<file path="src/rtl/weight_loader_pkg.sv">
// Shared definitions for the weight loader and the accelerator controller.
// Latency: n/a (package only).
// Backpressure: n/a (package only).
package weight_loader_pkg;

    // Register word offsets, taken from mem_addr[3:2]
    localparam logic [1:0] REG_CTRL   = 2'd0;
    localparam logic [1:0] REG_DATA   = 2'd1;
    localparam logic [1:0] REG_STATUS = 2'd2;
    localparam logic [1:0] REG_COUNT  = 2'd3;

    // CTRL bit positions
    localparam int CTRL_BEGIN   = 0;
    localparam int CTRL_LAYER   = 1;
    localparam int CTRL_SEAL    = 2;
    localparam int CTRL_CLR_ERR = 3;

    // STATUS bit positions
    localparam int ST_DONE1 = 0;
    localparam int ST_DONE2 = 1;
    localparam int ST_ERR   = 2;
    localparam int ST_OVF   = 3;
    localparam int ST_BUSY  = 4;

    localparam logic [3:0] WSTRB_READ  = 4'h0;
    localparam logic [3:0] WSTRB_WRITE = 4'hF;

    // End-of-layer marker; the controller's read counters stop on two in a row
    localparam logic [31:0] WL_SENTINEL = 32'h7fff_ffff;

    typedef enum logic [1:0] {
        S_IDLE = 2'd0,
        S_LOAD = 2'd1,
        S_PAD  = 2'd2
    } wl_state_t;

    function automatic logic [31:0] pack_status(input logic busy, input logic ovf,
                                                input logic err, input logic done2,
                                                input logic done1);
        logic [31:0] s;
        s           = '0;
        s[ST_BUSY]  = busy;
        s[ST_OVF]   = ovf;
        s[ST_ERR]   = err;
        s[ST_DONE2] = done2;
        s[ST_DONE1] = done1;
        return s;
    endfunction

endpackage

</file>
<file path="src/rtl/wl_bus_if.sv">
// PicoRV32 native-bus slave front end: address decode, ack generation, read mux.
// Latency: access performed on the request edge, mem_ready one cycle later for one cycle.
// Backpressure: none; every hit is acknowledged, misses are never acknowledged.
// Ports: mem_* CPU bus; i_status/i_count read sources; o_wr_vld/o_reg write strobe to the core.
module wl_bus_if
    import weight_loader_pkg::*;
#(
    parameter logic [31:0] BASE_ADDR = 32'h0300_0000
) (
    input  logic        clk,
    input  logic        resetn,
    input  logic        mem_valid,
    input  logic [31:0] mem_addr,
    input  logic [3:0]  mem_wstrb,
    input  logic [31:0] i_status,
    input  logic [31:0] i_count,
    output logic        mem_ready,
    output logic [31:0] mem_rdata,
    output logic        o_wr_vld,
    output logic [1:0]  o_reg
);

    logic        r_ready;
    logic [31:0] r_rdata;
    logic        w_hit;
    logic        w_acc;
    logic        w_rd;
    logic [31:0] w_rval;
    logic        w_unused_addr;

    assign w_unused_addr = ^mem_addr[1:0];

    assign w_hit = (mem_addr[31:4] == BASE_ADDR[31:4]);
    // While mem_ready is high the CPU still shows the finished request; blocking
    // here keeps a held request from being performed twice.
    assign w_acc = mem_valid && w_hit && !r_ready;
    assign w_rd  = w_acc && (mem_wstrb == WSTRB_READ);

    assign o_reg    = mem_addr[3:2];
    assign o_wr_vld = w_acc && (mem_wstrb == WSTRB_WRITE);

    always_comb begin
        w_rval = '0;
        case (o_reg)
            REG_STATUS: w_rval = i_status;
            REG_COUNT:  w_rval = i_count;
            default:    w_rval = '0;
        endcase
    end

    always_ff @(posedge clk or negedge resetn) begin
        if (!resetn) begin
            r_ready <= 1'b0;
            r_rdata <= '0;
        end else begin
            r_ready <= w_acc;
            r_rdata <= w_rd ? w_rval : 32'h0;
        end
    end

    assign mem_ready = r_ready;
    assign mem_rdata = r_ready ? r_rdata : 32'h0;

endmodule

</file>
<file path="src/rtl/weight_loader.sv">
// Firmware-driven writer for the layer-1/layer-2 weight RAMs with sentinel padding on seal.
// Latency: RAM write issued on the bus ack cycle; pad writes one sentinel per cycle.
// Backpressure: none; writes arriving during PAD are acked and dropped (err set).
// Ports: mem_* PicoRV32 bus; we/waddr/wdata 1 and 2 RAM write ports; load_done, busy status.
module weight_loader
    import weight_loader_pkg::*;
#(
    parameter logic [31:0] BASE_ADDR = 32'h0300_0000,
    parameter int          DEPTH1    = 1024,
    parameter int          DEPTH2    = 64,
    parameter int          AW        = 10,
    parameter logic [31:0] SENTINEL  = WL_SENTINEL,
    parameter int          MIN_PAD   = 2
) (
    input  logic          clk,
    input  logic          resetn,
    input  logic          mem_valid,
    input  logic [31:0]   mem_addr,
    input  logic [31:0]   mem_wdata,
    input  logic [3:0]    mem_wstrb,
    output logic          mem_ready,
    output logic [31:0]   mem_rdata,
    output logic          we1,
    output logic [AW-1:0] waddr1,
    output logic [31:0]   wdata1,
    output logic          we2,
    output logic [AW-1:0] waddr2,
    output logic [31:0]   wdata2,
    output logic          load_done,
    output logic          busy
);

    // One extra bit so the pointer can show the full depth once padding ends
    localparam int PW = AW + 1;
    localparam logic [PW-1:0] LIM1 = PW'(DEPTH1 - MIN_PAD);
    localparam logic [PW-1:0] LIM2 = PW'(DEPTH2 - MIN_PAD);
    localparam logic [PW-1:0] END1 = PW'(DEPTH1 - 1);
    localparam logic [PW-1:0] END2 = PW'(DEPTH2 - 1);

    wl_state_t     r_state;
    logic [PW-1:0] r_ptr;
    logic          r_sel;
    logic          r_done1;
    logic          r_done2;
    logic          r_err;
    logic          r_ovf;
    logic          r_we1;
    logic          r_we2;
    logic [AW-1:0] r_waddr1;
    logic [AW-1:0] r_waddr2;
    logic [31:0]   r_wdata1;
    logic [31:0]   r_wdata2;

    logic          w_wr_vld;
    logic [1:0]    w_reg;
    logic          w_ctrl_wr;
    logic          w_data_wr;
    logic          w_begin;
    logic          w_seal;
    logic          w_clr;
    logic          w_layer;
    logic [PW-1:0] w_lim;
    logic [PW-1:0] w_end;
    logic [31:0]   w_status;
    logic [31:0]   w_count;

    assign busy      = (r_state != S_IDLE);
    assign load_done = r_done1 & r_done2;
    assign w_status  = pack_status(busy, r_ovf, r_err, r_done2, r_done1);
    assign w_count   = 32'(r_ptr);

    wl_bus_if #(
        .BASE_ADDR (BASE_ADDR)
    ) u_bus_if (
        .clk       (clk),
        .resetn    (resetn),
        .mem_valid (mem_valid),
        .mem_addr  (mem_addr),
        .mem_wstrb (mem_wstrb),
        .i_status  (w_status),
        .i_count   (w_count),
        .mem_ready (mem_ready),
        .mem_rdata (mem_rdata),
        .o_wr_vld  (w_wr_vld),
        .o_reg     (w_reg)
    );

    assign w_ctrl_wr = w_wr_vld && (w_reg == REG_CTRL);
    assign w_data_wr = w_wr_vld && (w_reg == REG_DATA);
    assign w_begin   = w_ctrl_wr && mem_wdata[CTRL_BEGIN];
    assign w_seal    = w_ctrl_wr && mem_wdata[CTRL_SEAL];
    assign w_clr     = w_ctrl_wr && mem_wdata[CTRL_CLR_ERR];
    assign w_layer   = mem_wdata[CTRL_LAYER];
    assign w_lim     = r_sel ? LIM2 : LIM1;
    assign w_end     = r_sel ? END2 : END1;

    always_ff @(posedge clk or negedge resetn) begin
        if (!resetn) begin
            r_state  <= S_IDLE;
            r_ptr    <= '0;
            r_sel    <= 1'b0;
            r_done1  <= 1'b0;
            r_done2  <= 1'b0;
            r_err    <= 1'b0;
            r_ovf    <= 1'b0;
            r_we1    <= 1'b0;
            r_we2    <= 1'b0;
            r_waddr1 <= '0;
            r_waddr2 <= '0;
            r_wdata1 <= '0;
            r_wdata2 <= '0;
        end else begin
            // Write ports idle at zero unless a write is issued below
            r_we1    <= 1'b0;
            r_we2    <= 1'b0;
            r_waddr1 <= '0;
            r_waddr2 <= '0;
            r_wdata1 <= '0;
            r_wdata2 <= '0;

            // Clear first so any error raised by the same write still lands
            if (w_clr) begin
                r_err <= 1'b0;
                r_ovf <= 1'b0;
            end

            case (r_state)
                S_IDLE, S_LOAD: begin
                    if (w_begin) begin
                        // BEGIN outranks SEAL and abandons any partial region
                        r_state <= S_LOAD;
                        r_sel   <= w_layer;
                        r_ptr   <= '0;
                        if (w_layer) r_done2 <= 1'b0;
                        else         r_done1 <= 1'b0;
                    end else if (w_seal) begin
                        if (r_state == S_LOAD) r_state <= S_PAD;
                        else                   r_err   <= 1'b1;
                    end

                    if (w_data_wr) begin
                        if (r_state == S_IDLE || mem_wdata == SENTINEL) begin
                            r_err <= 1'b1;
                        end else if (r_ptr == w_lim) begin
                            // Keep MIN_PAD slots free for the end-of-layer markers
                            r_ovf <= 1'b1;
                        end else begin
                            if (r_sel) begin
                                r_we2    <= 1'b1;
                                r_waddr2 <= r_ptr[AW-1:0];
                                r_wdata2 <= mem_wdata;
                            end else begin
                                r_we1    <= 1'b1;
                                r_waddr1 <= r_ptr[AW-1:0];
                                r_wdata1 <= mem_wdata;
                            end
                            r_ptr <= r_ptr + PW'(1);
                        end
                    end
                end

                S_PAD: begin
                    if (w_ctrl_wr || w_data_wr) r_err <= 1'b1;
                    if (r_sel) begin
                        r_we2    <= 1'b1;
                        r_waddr2 <= r_ptr[AW-1:0];
                        r_wdata2 <= SENTINEL;
                    end else begin
                        r_we1    <= 1'b1;
                        r_waddr1 <= r_ptr[AW-1:0];
                        r_wdata1 <= SENTINEL;
                    end
                    r_ptr <= r_ptr + PW'(1);
                    if (r_ptr == w_end) begin
                        r_state <= S_IDLE;
                        if (r_sel) r_done2 <= 1'b1;
                        else       r_done1 <= 1'b1;
                    end
                end

                default: r_state <= S_IDLE;
            endcase
        end
    end

    assign we1    = r_we1;
    assign waddr1 = r_waddr1;
    assign wdata1 = r_wdata1;
    assign we2    = r_we2;
    assign waddr2 = r_waddr2;
    assign wdata2 = r_wdata2;

endmodule

</file>
<file path="config.mk">
export PLATFORM = sky130hd
export DESIGN_NAME = weight_loader
export DESIGN_NICKNAME = d
export VERILOG_FILES = /design/src/rtl/weight_loader_pkg.sv /design/src/rtl/wl_bus_if.sv /design/src/rtl/weight_loader.sv
export SDC_FILE = /design/constraint.sdc
export NUM_CORES = 1
export LEC_CHECK = 0
export ABC_AREA = 1
export CORE_ASPECT_RATIO = 1.75
export CORE_UTILIZATION = 41
export DETAILED_ROUTE_END_ITERATION = 10
export PLACE_DENSITY = 0.87
export SLEW_MARGIN = 30
export SYNTH_ARGS = -nofsm -noshare
export SYNTH_HDL_FRONTEND = slang
export SYNTH_SLANG_ARGS = --single-unit
</file>
<file path="constraint.sdc">
create_clock -name clk -period 2.02 [get_ports clk]
set_input_delay 0.404 -clock clk [delete_from_list [all_inputs] [get_ports clk]]
set_output_delay 0.404 -clock clk [all_outputs]
set_load 0.02 [all_outputs]
</file>
After elaboration in Yosys (flattened, before gate mapping)
Cells that the tools add are included.
{"block": "op_classes", "n_eq_ne": 18, "mux": 70, "bitwise": 1, "n_reduce_logical": 22, "add_sub_neg": 1}
{"cell": "32-bit two-way mux", "n": 9}
{"cell": "32-bit case mux with 2 select lines", "n": 2}
{"cell": "10-bit two-way mux", "n": 10}
{"cell": "31-bit two-way mux", "n": 2}
{"cell": "11-bit two-way mux", "n": 5}
{"cell": "11-bit case mux with 2 select lines", "n": 2}
{"cell": "10-bit case mux with 2 select lines", "n": 2}
{"cell": "32-bit by 31-bit equality test with 1-bit output, second input constant", "n": 1}
{"cell": "28-bit by 22-bit equality test with 1-bit output, second input constant", "n": 1}
{"cell": "1-bit two-way mux", "n": 28}
{"cell": "11-bit by 10-bit equality test with 1-bit output", "n": 2}
{"cell": "2-bit inequality test, second input constant", "n": 6}
{"cell": "11-bit by 1-bit adder with 11-bit output, second input constant", "n": 1}
{"cell": "1-bit case mux with 2 select lines", "n": 5}
{"cell": "5-bit AND reduction", "n": 2}
{"cell": "1-bit logical AND", "n": 9}
{"cell": "2-bit two-way mux", "n": 4}
{"cell": "2-bit equality test, second input constant", "n": 3}
{"cell": "3-bit inequality test, second input constant", "n": 2}
{"cell": "2-bit by 1-bit equality test with 1-bit output, second input constant", "n": 2}
{"cell": "4-bit equality test, second input constant", "n": 1}
{"cell": "2-bit logical NOT", "n": 2}
{"cell": "4-bit logical NOT", "n": 1}
{"cell": "2-bit case mux with 2 select lines", "n": 1}
{"cell": "other kinds (7)", "n": 9}
{"block": "word_totals", "word_cells": 127, "reg_bits": 137, "input_bits": 71, "out_inout_bits": 121}

Depth between registers and ports, before layout
{"block": "depth", "word_depth": 13, "ltp_mapped": 14, "mapped_depth_nobuf": 14}

Modules after synthesis
From an unflattened synthesis, not the netlist that was laid out.
{"block": "unflattened", "hier_cells": 775, "hier_area_um2": 6473.7}
{"mod": "weight_loader", "cells_per_inst": 439, "area_each_um2": 4284.1, "seq_area_each_um2": 2602.5, "n_inst": 1}
{"mod": "wl_bus_if", "cells_per_inst": 336, "area_each_um2": 2189.6, "seq_area_each_um2": 825.8, "n_inst": 1}

Worst setup path before layout
Ideal clock, no wire load.
{"block": "synth_path", "kind": "register to register", "from": "register r_sel", "to": "register r_ptr[8]", "slack_ns": -0.132, "path_stages_with_launch": 13, "synth_period_minus_slack_ns": 2.152, "t_arrival_ns": 2.035, "required_time_ns": 1.903, "n_path_buf": 0, "setup_ns": 0.117, "path_cell_list": "dfrtp_1 -> inv_1 -> ha_1 -> nor2_1 -> nand2_1 -> nor4_2 -> nand3_2 -> nand3_1 -> nand2_1 -> nand2_2 -> inv_2 -> nand2_1 -> nand2_1"}
{"block": "synth_via", "elab_chain_len": 6}
{"item": "from (decl)", "line": "weight_loader.sv:42", "source": "logic r_sel;"}
{"item": "from (signal assigned)", "line": "weight_loader.sv:132", "source": "r_sel <= w_layer;"}
{"item": "10-bit two-way mux", "line": "weight_loader.sv:94", "source": "assign w_lim = r_sel ? LIM2 : LIM1;"}
{"item": "11-bit by 10-bit equality test with 1-bit output", "line": "weight_loader.sv:144", "source": "end else if (r_ptr == w_lim) begin"}
{"item": "11-bit two-way mux", "line": "weight_loader.sv:144"}
{"item": "11-bit two-way mux", "line": "weight_loader.sv:142", "source": "if (r_state == S_IDLE || mem_wdata == SENTINEL) begin"}
{"item": "11-bit two-way mux", "line": "weight_loader.sv:141", "source": "if (w_data_wr) begin"}
{"item": "11-bit case mux with 2 select lines", "line": "weight_loader.sv:127", "source": "case (r_state)"}
{"item": "to (signal assigned)", "line": "weight_loader.sv:157", "source": "r_ptr <= r_ptr + PW'(1);"}
{"item": "to (signal assigned)", "line": "weight_loader.sv:173", "source": "r_ptr <= r_ptr + PW'(1);"}
{"item": "to (decl)", "line": "weight_loader.sv:41", "source": "logic [PW-1:0] r_ptr;"}
Every way passes these cells.
A chain may end at the register's enable or synchronous reset.

Worst setup path after layout
{"block": "layout_path", "from": "register r_sel", "to": "register r_wdata2[20], in the netlist wdata2[20]"}
{"block": "layout_via", "elab_chain_len": 6, "word_cells_on_any_way": 8, "cone_classes": "eq/ne: 1; mux: 7"}
{"item": "10-bit two-way mux", "line": "weight_loader.sv:94"}
{"item": "11-bit by 10-bit equality test with 1-bit output", "line": "weight_loader.sv:144"}
{"item": "32-bit two-way mux", "line": "weight_loader.sv:144"}
{"item": "32-bit two-way mux", "line": "weight_loader.sv:142"}
{"item": "32-bit two-way mux", "line": "weight_loader.sv:141"}
{"item": "32-bit case mux with 2 select lines (*)", "line": "weight_loader.sv:127"}
{"item": "to (signal assigned)", "line": "weight_loader.sv:151", "source": "r_wdata2 <= mem_wdata;"}
{"item": "to (decl)", "line": "weight_loader.sv:52", "source": "logic [31:0] r_wdata2;"}
Every way passes the cells marked *; elsewhere a longest branch is shown, timed or not.

==> flow_metrics.py <==
metrics = {
    "synth": {
        "ys_types": 32,
        "yosysSeqAreaShare_pct": 53.9,
        "yosysWarnings": 0,
        "syn_area_per_cell_um2": 8.57,
        "synthFlopType": "dfrtp_1",
        "synth-seq-cells": 116,
        "synth-async-reset-ratio_pct": 100,
        "synth_area_mm2": 0.00539,
        "syn_inst": 629,
        "synth-edff-count": 0,
    },
    "setup_path": {
        "startpoint_type": "register",
        "endpoint_kind": "register",
        "path_class": "reg -> reg",
        "path_common_cell": "nand2_4",
        "required_ps": 2280,
        "slowest_delay_ps": 400,
        "cp.depth": 12,
        "path_max_fanout": 13,
        "reg2reg_depth": 12,
        "crit_family": "simple AND/OR/NAND/NOR gates",
        "path_cells": "clkinv_4, ha_4, nor2_2, nand2_1, nor4_2, buf_4, nand3_4, nand2_4, nor2_4, nand2_4, buf_16, o21ai_1",
        "r2r-start": "r_sel$_DFFE_PN0P_",
        "crit_start": "r_sel$_DFFE_PN0P_",
        "critPathBufInv": 3,
        "arrival_ps": 2320,
        "r2r_slack_ps": -40,
        "crit_path_end": "wdata2[20]$_DFF_PN0_",
        "r2r_end": "wdata2[20]$_DFF_PN0_",
        "crit_path_top_delay_cell": "dfrtp_2",
    },
    "layout": {
        "fillers": 942,
        "final_layout_size_suffix_gt1_share_pct": 20.8,
        "diodes": 0,
        "area_growth_pct": 61.7,
        "layout.nets": 948,
    },
    "floorplan": {
        "die_x_um": 88.7,
        "num_rows": 55,
        "die_area_mm2": 0.0136,
        "initial_core_util_pct": 41.9,
        "ios": 192,
        "core-area_mm2": 0.0129,
        "die_h_um": 154,
    },
    "clocking": {
        "cts_tree": "done",
        "clock-sinks": 116,
        "clk_path_buf_depth": 2,
        "ctsHtreeMaxLevel": 4,
        "clk_latency_ps": 410,
        "root_buffer": "clkbuf_16",
        "numCtsBuffers": 17,
        "clk_pin_slew_worst_paths_ps": 50,
    },
    "hold_path": {
        "min_path_type": "reg -> reg",
        "hold_depth": 2,
    },
    "detailed_routing": {
        "antenna_left": 0,
        "drt_wl_total_um": 16900,
        "drc": 0,
        "vias_per_cell": 4.90,
        "firstDrtPassIters": 4,
        "drt_iter0_drc": 380,
        "num_vias": 5148,
        "wl_per_cell_um": 16.1,
    },
    "timing": {
        "tightest_slew_ps": 696,
        "maxSlewViolCount": 0,
        "fin_ws_ps": -37.6,
        "slew_headroom_pct": 53.6,
        "period_share_pct": 102,
        "skew_ps": 8.50,
        "timing.final.crit_period_ps": 2060,
        "hold_viol": 0,
        "finalSetupViolCount": 50,
        "grt_setup_unrepaired": "true",
        "whs_ps": 490,
        "fmax_mhz": 486,
    },
    "grt": {
        "grt_pass1_vias": 5465,
        "antenna_found_initial": 0,
        "grt_max_degree": 46,
        "grt_pass1_wl_um": 25100,
        "overflow": 0,
        "gr-usage-all-layers_pct": 24.5,
    },
    "flow_run": {
        "maxCapViolCount": 0,
    },
    "status": {
        "failed_checks": "setup timing",
        "status": "complete, but fails checks",
    },
    "power": {
        "peakVddDrop_v": 0.000389,
        "leakage_nw": 4.54,
        "total_power_mw": 5.62,
        "powerDensity_mw_per_mm2": 645,
    },
    "place": {
        "portBuffers": 168,
        "dpl_worst_slack_ps": -485,
        "dp.final_hpwl_um": 11300,
        "gp_congestion": 0.935,
    },
}
==> timing repair <==
item	CTS	global route
gates resized for setup	55	91
pin swaps	2	16
hold endpoints to repair	30	0
endpoints found under the setup margin	102	101
setup buffers	3	6
hold buffers	1	0
cloned	2	3
==> per-stage QoR <==
| stage | cell area, um^2 | TNS [ps] | util, % | cells |
|---|---|---|---|---|
| after CTS | 8340 | -4350 | 64.8 | 1043 |
| final | 8710 | -759 | 67.7 | 1050 |
| after global placement | 7570 | -40220 | 58.9 | 1005 |
| after detailed placement | 7570 | -42220 | 58.9 | 1005 |
| after floorplan | 5470 | 0 | - | 649 |
| after global routing | 8710 | -6710 | 67.7 | 1050 |
==> metal layers <==
metal,part of all wire [%],up-vias,track usage (%)
met5,0,-,0
met3,5.3,61,5.26
met1,32,2465,21.6
li1,-,2381,-
met2,58,241,47.3
met4,4.9,0,15.6
==> cell usage in the layout (no fill, tap or decap), drive strengths merged <==
cell	netlist	layout
clkdlybuf4s50	0	141
dlygate4sd3	0	1
bufinv	0	3
clkinv	1	8
xor2	9	9
nor3	8	8
nand3b	1	1
dfrtp	116	116
a22oi	2	2
o31ai	3	3
nor4	2	2
dlymetal6s2s	0	14
inv	106	105
nand4	6	6
nand2	140	140
nand3	24	24
dlygate4sd2	0	12
o22ai	2	2
a21oi	20	20
buf	35	69
clkinvlp	0	2
or2	1	1
ha	11	11
nor2	69	69
clkbuf	6	23
conb	1	21
o21ai	66	66
==> worst min path at each step <==
stage | endpoint | start | slack [ps]
final | r_ptr[10]$_DFFE_PN0P_ | r_ptr[10]$_DFFE_PN0P_ | 490
after global routing | r_ptr[10]$_DFFE_PN0P_ | r_ptr[10]$_DFFE_PN0P_ | 510
after detailed placement | waddr1[5]$_DFF_PN0_ | resetn | 380
after CTS | r_ptr[10]$_DFFE_PN0P_ | r_ptr[10]$_DFFE_PN0P_ | 490
after floorplan | r_done1$_DFFE_PN0P_ | resetn | 110
after global placement | waddr2[6]$_DFF_PN0_ | resetn | 380
==> cells in the mapped netlist, types with 2 or more instances <==
library cell | number | share of area (%)
nand2_1 | 135 | 9.4
dfrtp_1 | 116 | 54
inv_1 | 105 | 7.3
nor2_1 | 63 | 4.4
o21ai_0 | 42 | 3.9
nand3_1 | 22 | 2.0
buf_4 | 21 | 2.9
a21oi_1 | 20 | 1.9
o21ai_1 | 16 | 1.5
ha_1 | 11 | 2.6
xor2_1 | 9 | 1.5
nor3_1 | 8 | 0.74
o21ai_2 | 8 | 1.3
buf_2 | 6 | 0.56
buf_6 | 6 | 1.3
clkbuf_1 | 6 | 0.42
nand4_1 | 6 | 0.70
nand2_2 | 5 | 0.58
nor2_2 | 3 | 0.35
nor2_4 | 3 | 0.63
o31ai_1 | 3 | 0.42
a22oi_1 | 2 | 0.28
buf_1 | 2 | 0.14
nand3_2 | 2 | 0.37
o22ai_1 | 2 | 0.23
==> cells by family (layout without fill, tap and decap cells) <==
| logic type | after synthesis | count (layout) | share of synthesized area, % |
|---|---|---|---|
| xor gates and xnor gates | 9 | 9 | 1.46 |
| DFF | 116 | 116 | 53.9 |
| AOI/OAI and AO/OA | 93 | 93 | 9.48 |
| adders and majority gates | 11 | 11 | 2.55 |
| buffers and inverters | 148 | 378 | 12.7 |
| other | 1 | 21 | 0.0696 |
| and+or+nand+nor | 251 | 251 | 19.8 |
==> state kept, by name, summed over array words and instances (netlist names), 2 cells and up <==
| signal | cells |
|---|---|
| r_ptr | 11 |
| waddr1 | 10 |
| r_state | 2 |
| wdata1 | 32 |
| wdata2 | 32 |
| waddr2 | 10 |
| u_bus_if.r_rdata | 11 |
==> final cells by class <==
class | instances | area [um^2] | share of cell area [%]
Sequential cell | 116 | 2900 | 33.3
Timing Repair Buffer | 239 | 2390 | 27.5
Multi-Input combinational cell | 385 | 2220 | 25.5
Clock buffer | 21 | 440 | 5.06
Inverter | 107 | 407 | 4.67
Tap cell | 171 | 214 | 2.46
Clock inverter | 11 | 135 | 1.55
==> worst register-to-register path, cell delays in order (launching register included) <==
cell	delay [ps]
dfrtp_2	400
clkinv_4	120
ha_4	230
nor2_2	100
nand2_1	70
nor4_2	170
buf_4	170
nand3_4	100
nand2_4	100
nor2_4	60
nand2_4	130
buf_16	170
o21ai_1	70
==> power breakdown <==
part	switching, mW	internal, mW
combinational	0.196	0.166
clock	1.01	1.92
sequential	0.000000000985	2.33
(Power assumes the default switching activity.)
